**src/rtl/mem_access_initiator_pkg.sv**
```systemverilog
// -----------------------------------------------------------------------------
// mem_if_pkg
// Shared types for the start/write/addr/data memory strobe interface.
//   mem_state_e : initiator FSM states (IDLE, SETUP, PULSE, HOLD)
//   mem_req_t   : one request record {write, addr, wdata}, shared by the
//                 sequencer and the bench
//   max3        : elaboration helper used to size the phase counter
// -----------------------------------------------------------------------------
package mem_if_pkg;

   localparam int ADDR_W_DEF = 8;
   localparam int DATA_W_DEF = 8;

   typedef enum logic [1:0] {
      IDLE  = 2'd0,
      SETUP = 2'd1,
      PULSE = 2'd2,
      HOLD  = 2'd3
   } mem_state_e;

   typedef struct packed {
      logic                  write;
      logic [ADDR_W_DEF-1:0] addr;
      logic [DATA_W_DEF-1:0] wdata;
   } mem_req_t;

   // Largest of three phase lengths; sizes the shared down-counter.
   function automatic int max3(input int a, input int b, input int c);
      int m;
      m = a;
      if (b > m) begin
         m = b;
      end else begin
         m = m;
      end
      if (c > m) begin
         m = c;
      end else begin
         m = m;
      end
      return m;
   endfunction

endpackage

```
**src/rtl/mem_access_initiator_if.sv**
```systemverilog
// -----------------------------------------------------------------------------
// mem_access_initiator_if
// Request/response handshake plus memory strobe bus of the initiator.
//   master : initiator view (drives req_ready, rsp_*, start/write/addr/data,
//            busy; receives req_* and mem_rdata)
//   slave  : requester/memory view (the mirror image)
// -----------------------------------------------------------------------------
interface mem_access_initiator_if
   import mem_if_pkg::*;
#(
   parameter int ADDR_W = ADDR_W_DEF,
   parameter int DATA_W = DATA_W_DEF
) ();

   logic              req_valid;
   logic              req_ready;
   logic              req_write;
   logic [ADDR_W-1:0] req_addr;
   logic [DATA_W-1:0] req_wdata;
   logic              rsp_valid;
   logic              rsp_write;
   logic [DATA_W-1:0] rsp_rdata;
   logic [DATA_W-1:0] mem_rdata;
   logic              start;
   logic              write;
   logic [ADDR_W-1:0] addr;
   logic [DATA_W-1:0] data;
   logic              busy;

   modport master (
      input  req_valid, req_write, req_addr, req_wdata, mem_rdata,
      output req_ready, rsp_valid, rsp_write, rsp_rdata,
      output start, write, addr, data, busy
   );

   modport slave (
      output req_valid, req_write, req_addr, req_wdata, mem_rdata,
      input  req_ready, rsp_valid, rsp_write, rsp_rdata,
      input  start, write, addr, data, busy
   );

endinterface

```
**src/rtl/mem_access_initiator_timer.sv**
```systemverilog
// -----------------------------------------------------------------------------
// mem_phase_timer
// Loadable down-counter shared by the SETUP, PULSE and HOLD phases.
//   clk, rst_n : clock, asynchronous active-low reset
//   load       : load load_val this cycle (has priority over counting)
//   load_val   : phase length minus one
//   done       : counter is at zero (current phase is in its last cycle)
// -----------------------------------------------------------------------------
module mem_phase_timer #(
   parameter int CNT_W = 2
) (
   input  logic             clk,
   input  logic             rst_n,
   input  logic             load,
   input  logic [CNT_W-1:0] load_val,
   output logic             done
);

   logic [CNT_W-1:0] cnt_r;

   // Count down to zero and park there until the next load.
   always_ff @(posedge clk or negedge rst_n) begin
      if (!rst_n) begin
         cnt_r <= {CNT_W{1'b0}};
      end else if (load) begin
         cnt_r <= load_val;
      end else if (cnt_r != {CNT_W{1'b0}}) begin
         cnt_r <= cnt_r - CNT_W'(1'b1);
      end else begin
         cnt_r <= cnt_r;
      end
   end

   assign done = (cnt_r == {CNT_W{1'b0}});

endmodule

```
**src/rtl/mem_access_initiator.sv**
```systemverilog
// -----------------------------------------------------------------------------
// mem_access_initiator
// Takes one request at a time and plays it onto the memory strobe bus as
// SETUP (addr/data/write stable, start low), PULSE (start high) and HOLD,
// then returns a one-cycle response carrying read data for reads.
//   clk, rst_n : clock, asynchronous active-low reset
//   bus        : mem_access_initiator_if.master
//                req_valid/req_ready/req_write/req_addr/req_wdata : request
//                rsp_valid/rsp_write/rsp_rdata                    : response
//                mem_rdata                                         : mem[addr]
//                start/write/addr/data                             : memory bus
//                busy                                              : not IDLE
// -----------------------------------------------------------------------------
module mem_access_initiator
   import mem_if_pkg::*;
#(
   parameter int ADDR_W    = ADDR_W_DEF,
   parameter int DATA_W    = DATA_W_DEF,
   parameter int SETUP_CYC = 1,
   parameter int PULSE_CYC = 2,
   parameter int HOLD_CYC  = 1
) (
   input  logic                   clk,
   input  logic                   rst_n,
   mem_access_initiator_if.master bus
);

   localparam int CNT_W = $clog2(max3(SETUP_CYC, PULSE_CYC, HOLD_CYC)) + 1;

   if (SETUP_CYC < 1) begin : g_bad_setup
      $fatal(1, "mem_access_initiator: SETUP_CYC must be >= 1");
   end
   if (PULSE_CYC < 1) begin : g_bad_pulse
      $fatal(1, "mem_access_initiator: PULSE_CYC must be >= 1");
   end
   if (HOLD_CYC < 1) begin : g_bad_hold
      $fatal(1, "mem_access_initiator: HOLD_CYC must be >= 1");
   end

   mem_state_e        state_r;
   logic              start_r;
   logic              write_r;
   logic [ADDR_W-1:0] addr_r;
   logic [DATA_W-1:0] data_r;
   logic              rsp_valid_r;
   logic              rsp_write_r;
   logic [DATA_W-1:0] rsp_rdata_r;
   logic              busy_r;

   logic              req_ready_s;
   logic              accept_s;
   logic              load_s;
   logic [CNT_W-1:0]  load_val_s;
   logic              phase_done_s;

   assign req_ready_s = (state_r == IDLE);
   assign accept_s    = bus.req_valid & req_ready_s;

   mem_phase_timer #(
      .CNT_W    (CNT_W)
   ) u_timer (
      .clk      (clk),
      .rst_n    (rst_n),
      .load     (load_s),
      .load_val (load_val_s),
      .done     (phase_done_s)
   );

   // Reload the shared timer with the length of the phase being entered.
   always_comb begin
      load_s     = 1'b0;
      load_val_s = {CNT_W{1'b0}};
      case (state_r)
         IDLE: begin
            if (accept_s) begin
               load_s     = 1'b1;
               load_val_s = CNT_W'(SETUP_CYC - 1);
            end else begin
               load_s     = 1'b0;
            end
         end
         SETUP: begin
            if (phase_done_s) begin
               load_s     = 1'b1;
               load_val_s = CNT_W'(PULSE_CYC - 1);
            end else begin
               load_s     = 1'b0;
            end
         end
         PULSE: begin
            if (phase_done_s) begin
               load_s     = 1'b1;
               load_val_s = CNT_W'(HOLD_CYC - 1);
            end else begin
               load_s     = 1'b0;
            end
         end
         HOLD: begin
            load_s = 1'b0;
         end
         default: begin
            load_s = 1'b0;
         end
      endcase
   end

   // Phase sequencer; every bus and response output is a flop set here.
   always_ff @(posedge clk or negedge rst_n) begin
      if (!rst_n) begin
         state_r     <= IDLE;
         start_r     <= 1'b0;
         write_r     <= 1'b0;
         addr_r      <= {ADDR_W{1'b0}};
         data_r      <= {DATA_W{1'b0}};
         rsp_valid_r <= 1'b0;
         rsp_write_r <= 1'b0;
         rsp_rdata_r <= {DATA_W{1'b0}};
         busy_r      <= 1'b0;
      end else begin
         rsp_valid_r <= 1'b0;
         case (state_r)
            IDLE: begin
               start_r <= 1'b0;
               if (accept_s) begin
                  // Bus fields change here, at least one cycle before start rises.
                  addr_r  <= bus.req_addr;
                  write_r <= bus.req_write;
                  data_r  <= bus.req_write ? bus.req_wdata : {DATA_W{1'b0}};
                  busy_r  <= 1'b1;
                  state_r <= SETUP;
               end else begin
                  write_r <= 1'b0;
                  busy_r  <= 1'b0;
               end
            end
            SETUP: begin
               if (phase_done_s) begin
                  start_r <= 1'b1;
                  state_r <= PULSE;
               end else begin
                  start_r <= 1'b0;
               end
            end
            PULSE: begin
               if (phase_done_s) begin
                  start_r <= 1'b0;
                  state_r <= HOLD;
               end else begin
                  start_r <= 1'b1;
               end
            end
            HOLD: begin
               start_r <= 1'b0;
               if (phase_done_s) begin
                  rsp_valid_r <= 1'b1;
                  rsp_write_r <= write_r;
                  rsp_rdata_r <= write_r ? {DATA_W{1'b0}} : bus.mem_rdata;
                  write_r     <= 1'b0;
                  busy_r      <= 1'b0;
                  state_r     <= IDLE;
               end else begin
                  busy_r      <= 1'b1;
               end
            end
            default: begin
               start_r <= 1'b0;
               write_r <= 1'b0;
               busy_r  <= 1'b0;
               state_r <= IDLE;
            end
         endcase
      end
   end

   assign bus.req_ready = req_ready_s;
   assign bus.rsp_valid = rsp_valid_r;
   assign bus.rsp_write = rsp_write_r;
   assign bus.rsp_rdata = rsp_rdata_r;
   assign bus.start     = start_r;
   assign bus.write     = write_r;
   assign bus.addr      = addr_r;
   assign bus.data      = data_r;
   assign bus.busy      = busy_r;

endmodule
```
**src/flat_wrapper.sv**
```systemverilog
// flat-port wrapper written by rule: the top's interface ports become plain ports
module mem_access_initiator_flat import mem_if_pkg::*;
#(
   parameter int ADDR_W    = ADDR_W_DEF,
   parameter int DATA_W    = DATA_W_DEF,
   parameter int SETUP_CYC = 1,
   parameter int PULSE_CYC = 2,
   parameter int HOLD_CYC  = 1
)
  (clk, rst_n, bus_req_valid, bus_req_write, bus_req_addr, bus_req_wdata, bus_mem_rdata, bus_req_ready, bus_rsp_valid, bus_rsp_write, bus_rsp_rdata, bus_start, bus_write, bus_addr, bus_data, bus_busy);
  mem_access_initiator_if #(.ADDR_W(ADDR_W), .DATA_W(DATA_W)) bus_i ();
  input  logic clk;
  input  logic rst_n;
  input wire logic [$bits(bus_i.req_valid)-1:0] bus_req_valid;
  input wire logic [$bits(bus_i.req_write)-1:0] bus_req_write;
  input wire logic [$bits(bus_i.req_addr)-1:0] bus_req_addr;
  input wire logic [$bits(bus_i.req_wdata)-1:0] bus_req_wdata;
  input wire logic [$bits(bus_i.mem_rdata)-1:0] bus_mem_rdata;
  output wire logic [$bits(bus_i.req_ready)-1:0] bus_req_ready;
  output wire logic [$bits(bus_i.rsp_valid)-1:0] bus_rsp_valid;
  output wire logic [$bits(bus_i.rsp_write)-1:0] bus_rsp_write;
  output wire logic [$bits(bus_i.rsp_rdata)-1:0] bus_rsp_rdata;
  output wire logic [$bits(bus_i.start)-1:0] bus_start;
  output wire logic [$bits(bus_i.write)-1:0] bus_write;
  output wire logic [$bits(bus_i.addr)-1:0] bus_addr;
  output wire logic [$bits(bus_i.data)-1:0] bus_data;
  output wire logic [$bits(bus_i.busy)-1:0] bus_busy;
  assign bus_i.req_valid = bus_req_valid;
  assign bus_i.req_write = bus_req_write;
  assign bus_i.req_addr = bus_req_addr;
  assign bus_i.req_wdata = bus_req_wdata;
  assign bus_i.mem_rdata = bus_mem_rdata;
  assign bus_req_ready = bus_i.req_ready;
  assign bus_rsp_valid = bus_i.rsp_valid;
  assign bus_rsp_write = bus_i.rsp_write;
  assign bus_rsp_rdata = bus_i.rsp_rdata;
  assign bus_start = bus_i.start;
  assign bus_write = bus_i.write;
  assign bus_addr = bus_i.addr;
  assign bus_data = bus_i.data;
  assign bus_busy = bus_i.busy;
  mem_access_initiator #(.ADDR_W(ADDR_W), .DATA_W(DATA_W), .SETUP_CYC(SETUP_CYC), .PULSE_CYC(PULSE_CYC), .HOLD_CYC(HOLD_CYC)) u_core (.clk(clk), .rst_n(rst_n), .bus(bus_i));
endmodule
```
**config.mk**
```make
export PLATFORM = sky130hd
export DESIGN_NAME = mem_access_initiator_flat
export DESIGN_NICKNAME = d
export VERILOG_FILES = /design/src/rtl/mem_access_initiator_pkg.sv /design/src/rtl/mem_access_initiator_if.sv /design/src/rtl/mem_access_initiator_timer.sv /design/src/rtl/mem_access_initiator.sv /design/src/flat_wrapper.sv
export SDC_FILE = /design/constraint.sdc
export NUM_CORES = 1
export LEC_CHECK = 0
export ABC_AREA = 1
export CORE_MARGIN = 2
export CORE_UTILIZATION = 40
export CTS_BUF_LIST = sky130_fd_sc_hd__clkbuf_8
export DETAILED_ROUTE_END_ITERATION = 10
export HOLD_SLACK_MARGIN = 0.05
export PLACE_DENSITY = 0.8
export SYNTH_ARGS = -nofsm -noshare
export SYNTH_HDL_FRONTEND = slang
export SYNTH_SLANG_ARGS = --single-unit
```
**constraint.sdc**
```tcl
create_clock -name clk -period 3.2 [get_ports clk]
set_clock_uncertainty 0.05 [all_clocks]
set_input_delay 0.8 -clock clk [delete_from_list [all_inputs] [get_ports clk]]
set_output_delay 0.8 -clock clk [all_outputs]
set_load 0.01 [all_outputs]
```
==> flow_summary.toml, run 1 <==
[synthesis]
synthTopCellsByArea = "dfrtp_1 (56%), nand2_1 (21%), ha_1 (6.0%)"
synthFlopType = "dfrtp_1"
netlist.area_leader.share = 0.562
yosys_warnings = 0
syn_nets = 203
ys_async_sr_fraction = 1.00
synth.distinct_cells = 19
seq_area_frac_synth = 0.562
synthCells = 168
avgSynthCellArea_sq_um = 8.75
syn_area_sq_mm = 0.00147
synth-edff-count = 0
ys_seq_elements = 33
yosysTopAreaCell = "dfrtp_1"

[floorplanning]
ios = 58
core_sq_mm = 0.00361
num_rows = 22
die_area_sq_mm = 0.00418
fp.dieH_um = 64.6
start_util = 0.408
die_w_um = 64.6

[sta]
setup_slack_ns = 0.697
whs_ns = 0.431
fmax_mhz = 400
finalSetupTns_ns = 0
hold_violations = 0
min_period_over_period = 0.782
finalMaxSlewViolations = 0
rsz0062_at_grt = "no"
slew_headroom = 0.733
period_needed_ns = 2.50
finalSetupViolCount = 0
worst_pin_slew_ns = 0.401

[setup_path]
r2r-end = "u_core.bus.busy"
worstPathArrival_ns = 1.65
crit_end = "bus_req_ready"
cp_slowest_cell = "clkdlybuf4s50_1"
worstSetupStartpoint = "u_core.state_r[1]"
crit_path_start_kind = "register"
end_kind = "output pin"
critPathKind = "reg -> out"
crit_buf_inv = 2
reg2reg_setup_slack_ns = 1.72
required_ns = 2.35
slowest_delay_ns = 0.58
worst-path-stages = 3
crit_chain = "inv_1, ha_1, clkdlybuf4s50_1"
critPathMaxFanout = 6
r2r_cells = 6
cp_top_family = "buffers and inverters"
r2r_start = "u_core.state_r[0]"

[finish]
final_layout_size_suffix_gt1_frac = 0.0606
syn2layout_area_growth_pct = 49.5
final_cell_mix = "nand2_1 (84), clkdlybuf4s50_1 (57), dfrtp_1 (33), o21ai_0 (14), inv_1 (11)"
fin_cells = 279
fin_nets = 265
final_common_cell = "nand2_1"
n_antenna_cell = 0

[clock_network]
cts_hold_buf = 0
cts_htree_levels = 2
cts.repair.resized = 0
cts_setup_buffers = 0
clock-sinks = 33
cts_root_buffer = "clkbuf_8"
cts.clk_slew.worst_paths_ns = 0.06
cts_buffer_depth = 2
cts_buffers = 5
clkLatencyLatePin_ns = 0.28
tritoncts = "done"

[routing]
wl_per_cell_um = 10.5
first_pass_iters = 4
ant_nets = 0
first_iter_violations = 87
drc = 0
vias_per_cell = 4.44
drt_wl_total_um = 2940
via_count = 1240

[grt]
antenna_found_initial = 0
grt_pass1_vias = 1130
grt_pass1_wl_um = 5090
grtUsageTotal = 0.160
grt_max_degree = 34
gr-total-overflow = 0

[pwr]
p_per_area_mw_per_mm2 = 966
vdd_drop_max_v = 0.000437
p_leak_uw = 0.00112
power_uw = 2120

[placed_design]
gp_congestion = 0.759
place_ws_ns = 1.01
place_hpwl_um = 2160
io_buffers = 57
dpl.cell_count = 271

[outcome]
status = "completed"

[worst_hold_path]
hp-class = "reg -> reg"

[flow_run]
max_cap_viol_count = 0
[report_power, final]
| group | switching (uW) | internal [uW] | total [uW] |
|---|---|---|---|
| clock | 146 | 250 | 396 |
| combinational | 505 | 510 | 1010 |
| sequential | 104 | 608 | 712 |
| total | 755 | 1370 | 2120 |
[cell type report]
class	instances	area [sq um]
tap	48	60.1
multi-input combinational	119	569
fill	298	1410
clock inverter	2	33.8
clock buffer	6	82.6
timing repair buffer	58	578
sequential	33	826
inverter	13	48.8
[sequential cells by signal, indices dropped and copies added, names as in the netlist]
signal,flops
u_core.u_timer.cnt_r,2
u_core.bus.rsp_rdata,8
u_core.bus.start,1
u_core.state_r,2
u_core.bus.addr,8
u_core.bus.rsp_write,1
u_core.bus.data,8
u_core.bus.busy,1
u_core.bus.rsp_valid,1
u_core.bus.write,1
[layer usage]
layer / part of all wire / routed length (um) / track usage
met1: 0.44 / 1290 / 0.209
met2: 0.46 / 1350 / 0.241
met3: 0.084 / 247 / 0.0590
met5: 0 / 0 / 0
met4: 0.015 / 44 / 0.0638
[cell usage after synthesis (all sizes together) (2+ instances only)]
master / count
buf: 3
nor2: 4
o21ai: 16
nand2: 86
nand3: 2
ha: 7
dfrtp: 33
inv: 12
[per-stage QoR]
step,area [sq um],util
after floorplan,1470,-
final,2200,0.610
after global routing,2200,0.610
after global placement,2080,0.577
after detailed placement,2080,0.577
after CTS,2200,0.610
[how the worst min path moves through the flow]
stage,from,end,cells after the start
after floorplan,u_core.u_timer.cnt_r[1],u_core.u_timer.cnt_r[1],2
after global placement,u_core.bus.addr[1],u_core.bus.addr[1],2
after detailed placement,u_core.bus.addr[1],u_core.bus.addr[1],2
after CTS,u_core.bus.addr[1],u_core.bus.addr[1],2
after global routing,u_core.bus.addr[1],u_core.bus.addr[1],2
final,u_core.bus.addr[1],u_core.bus.addr[1],2
[logic make-up after synthesis]
kind of cell / Yosys count / share of synthesized area
adder cells (fa/ha/maj): 7 / 0.0596
AND/OR/NAND/NOR: 94 / 0.264
flip-flops: 33 / 0.562
XOR/XNOR: 1 / 0.00596
AO/OA/AOI/OAI: 17 / 0.0579
buffers and inverters: 16 / 0.0511
[worst reg2reg max path: stages (launching register included)]
cell	delay [ns]
dfrtp_1	0.39
inv_1	0.09
ha_1	0.24
nand2_4	0.22
inv_2	0.14
o21ai_0	0.17
nand2_1	0.06
Note: power is estimated with default switching activity, not from simulation.
==> run 2: changes to the inputs <==
==> constraint.sdc (replaced) <==
create_clock -name clk -period 2.6 [get_ports clk]
set_clock_uncertainty 0.05 [all_clocks]
set_input_delay 0.65 -clock clk [delete_from_list [all_inputs] [get_ports clk]]
set_output_delay 0.65 -clock clk [all_outputs]
set_load 0.01 [all_outputs]
==> run 2 against run 1 <==
Net effect: cell count is the same; register-to-register slack lost 0.60 ns; combinational power grew 24%; clock-buffer cell count shrank 1; flip-flop and latch count is the same; sequential share of layout area grew 0.52 points; sequential power grew 23%; largest power group unchanged; highest routed layer unchanged.
==> flow_summary.toml, run 2 (synthesized netlist as in run 1, its figures left out) <==
[outcome]
status = "completed"

[clock_network]
cts_setup_buffers = 0
cts_buffer_depth = 2
cts_hold_buf = 0
cts_root_buffer = "clkbuf_8"
tritoncts = "done"
clock-sinks = 33
cts_buffers = 5
clkLatencyLatePin_ns = 0.28
cts.repair.resized = 0
cts.clk_slew.worst_paths_ns = 0.06
cts_htree_levels = 2

[flow_run]
max_cap_viol_count = 0

[routing]
first_iter_violations = 109
drt_wl_total_um = 2980
first_pass_iters = 4
via_count = 1234
drc = 0
ant_nets = 0
wl_per_cell_um = 10.7
vias_per_cell = 4.42

[sta]
slew_headroom = 0.724
period_needed_ns = 2.34
finalSetupTns_ns = 0
hold_violations = 0
worst_pin_slew_ns = 0.413
fmax_mhz = 427
rsz0062_at_grt = "no"
finalSetupViolCount = 0
min_period_over_period = 0.900
finalMaxSlewViolations = 0

[setup_path]
cp_slowest_cell = "clkdlybuf4s50_1"
required_ns = 1.90
r2r_start = "u_core.state_r[0]"
critPathKind = "reg -> out"
crit_buf_inv = 2
worstPathArrival_ns = 1.64
critPathMaxFanout = 6
cp_top_family = "buffers and inverters"
end_kind = "output pin"
crit_chain = "inv_1, ha_1, clkdlybuf4s50_1"
reg2reg_setup_slack_ns = 1.12
r2r-end = "u_core.bus.busy"
slowest_delay_ns = 0.57
r2r_cells = 6
crit_path_start_kind = "register"

[finish]
final_cell_mix = "nand2_1 (84), clkdlybuf4s50_1 (57), dfrtp_1 (33), o21ai_0 (14), inv_1 (10)"
fin_cells = 279
fin_nets = 265
n_antenna_cell = 0
final_layout_size_suffix_gt1_frac = 0.0649
syn2layout_area_growth_pct = 47.5
final_common_cell = "nand2_1"

[pwr]
p_leak_uw = 0.00111
p_per_area_mw_per_mm2 = 1150
vdd_drop_max_v = 0.000582

[floorplanning]
die_w_um = 64.6
core_sq_mm = 0.00361
die_area_sq_mm = 0.00418
start_util = 0.408
num_rows = 22
ios = 58
fp.dieH_um = 64.6

[grt]
grt_pass1_wl_um = 5190
antenna_found_initial = 0
grt_max_degree = 34
grt_pass1_vias = 1173
gr-total-overflow = 0
grtUsageTotal = 0.160

[placed_design]
gp_congestion = 0.759
io_buffers = 57
dpl.cell_count = 271
place_hpwl_um = 2180

[worst_hold_path]
min_path_cells = 2
holdCritStartpoint = "u_core.bus.rsp_rdata[7]"
min_to = "u_core.bus.rsp_rdata[7]"
hp-class = "reg -> reg"
## run 2: worst min-delay path, cell delays in order (launching register included)
cell and delay [ns]:
dfrtp_1 0.34, nand2_1 0.05, o21ai_0 0.06
## run 2: how the worst max path moves through the flow
stage / cells after the start / end / start / slack (ns)
after CTS: 3 / bus_req_ready / u_core.state_r[1] / 0.25
final: 3 / bus_req_ready / u_core.state_r[0] / 0.26
after detailed placement: 3 / bus_req_ready / u_core.state_r[1] / 0.56
after global routing: 3 / bus_req_ready / u_core.state_r[0] / 0.16
after global placement: 3 / bus_req_ready / u_core.state_r[0] / 0.59
after floorplan: 2 / bus_req_ready / u_core.state_r[0] / 1.15
## run 2: layout make-up
cell class,count,area [sq um]
clock inverter,3,17.5
tap,48,60.1
sequential,33,826
timing repair buffer,58,578
fill,321,1440
inverter,13,48.8
multi-input combinational,119,569
clock buffer,5,68.8
## run 2: layer usage
layer / up-vias / GRT usage / part of all wire
li1: 636 / - / -
met1: 551 / 0.214 / 0.46
met2: 41 / 0.254 / 0.47
met3: 6 / 0.0417 / 0.065
met4: 0 / 0.0559 / 0.014
met5: - / 0 / 0
## run 2: report_power, final
group	switching, uW	total [uW]	internal, uW
clock	182	366	184
combinational	623	1250	628
sequential	129	878	749
total	934	2490	1560
## run 2: per-stage QoR
step           instance area, sq um  hold slack (ns)  setup WS (ns)  total power, uW  utilization
2_1_floorplan                  1470            0.304           1.15             1560            -
3_3_place_gp                   2080            0.413          0.592             2110        0.577
3_5_place_dp                   2080            0.419          0.560             2150        0.577
4_1_cts                        2170            0.440          0.249             2530        0.601
5_1_grt                        2170            0.449          0.164             2740        0.601
6_report                       2170            0.435          0.261             2490        0.601
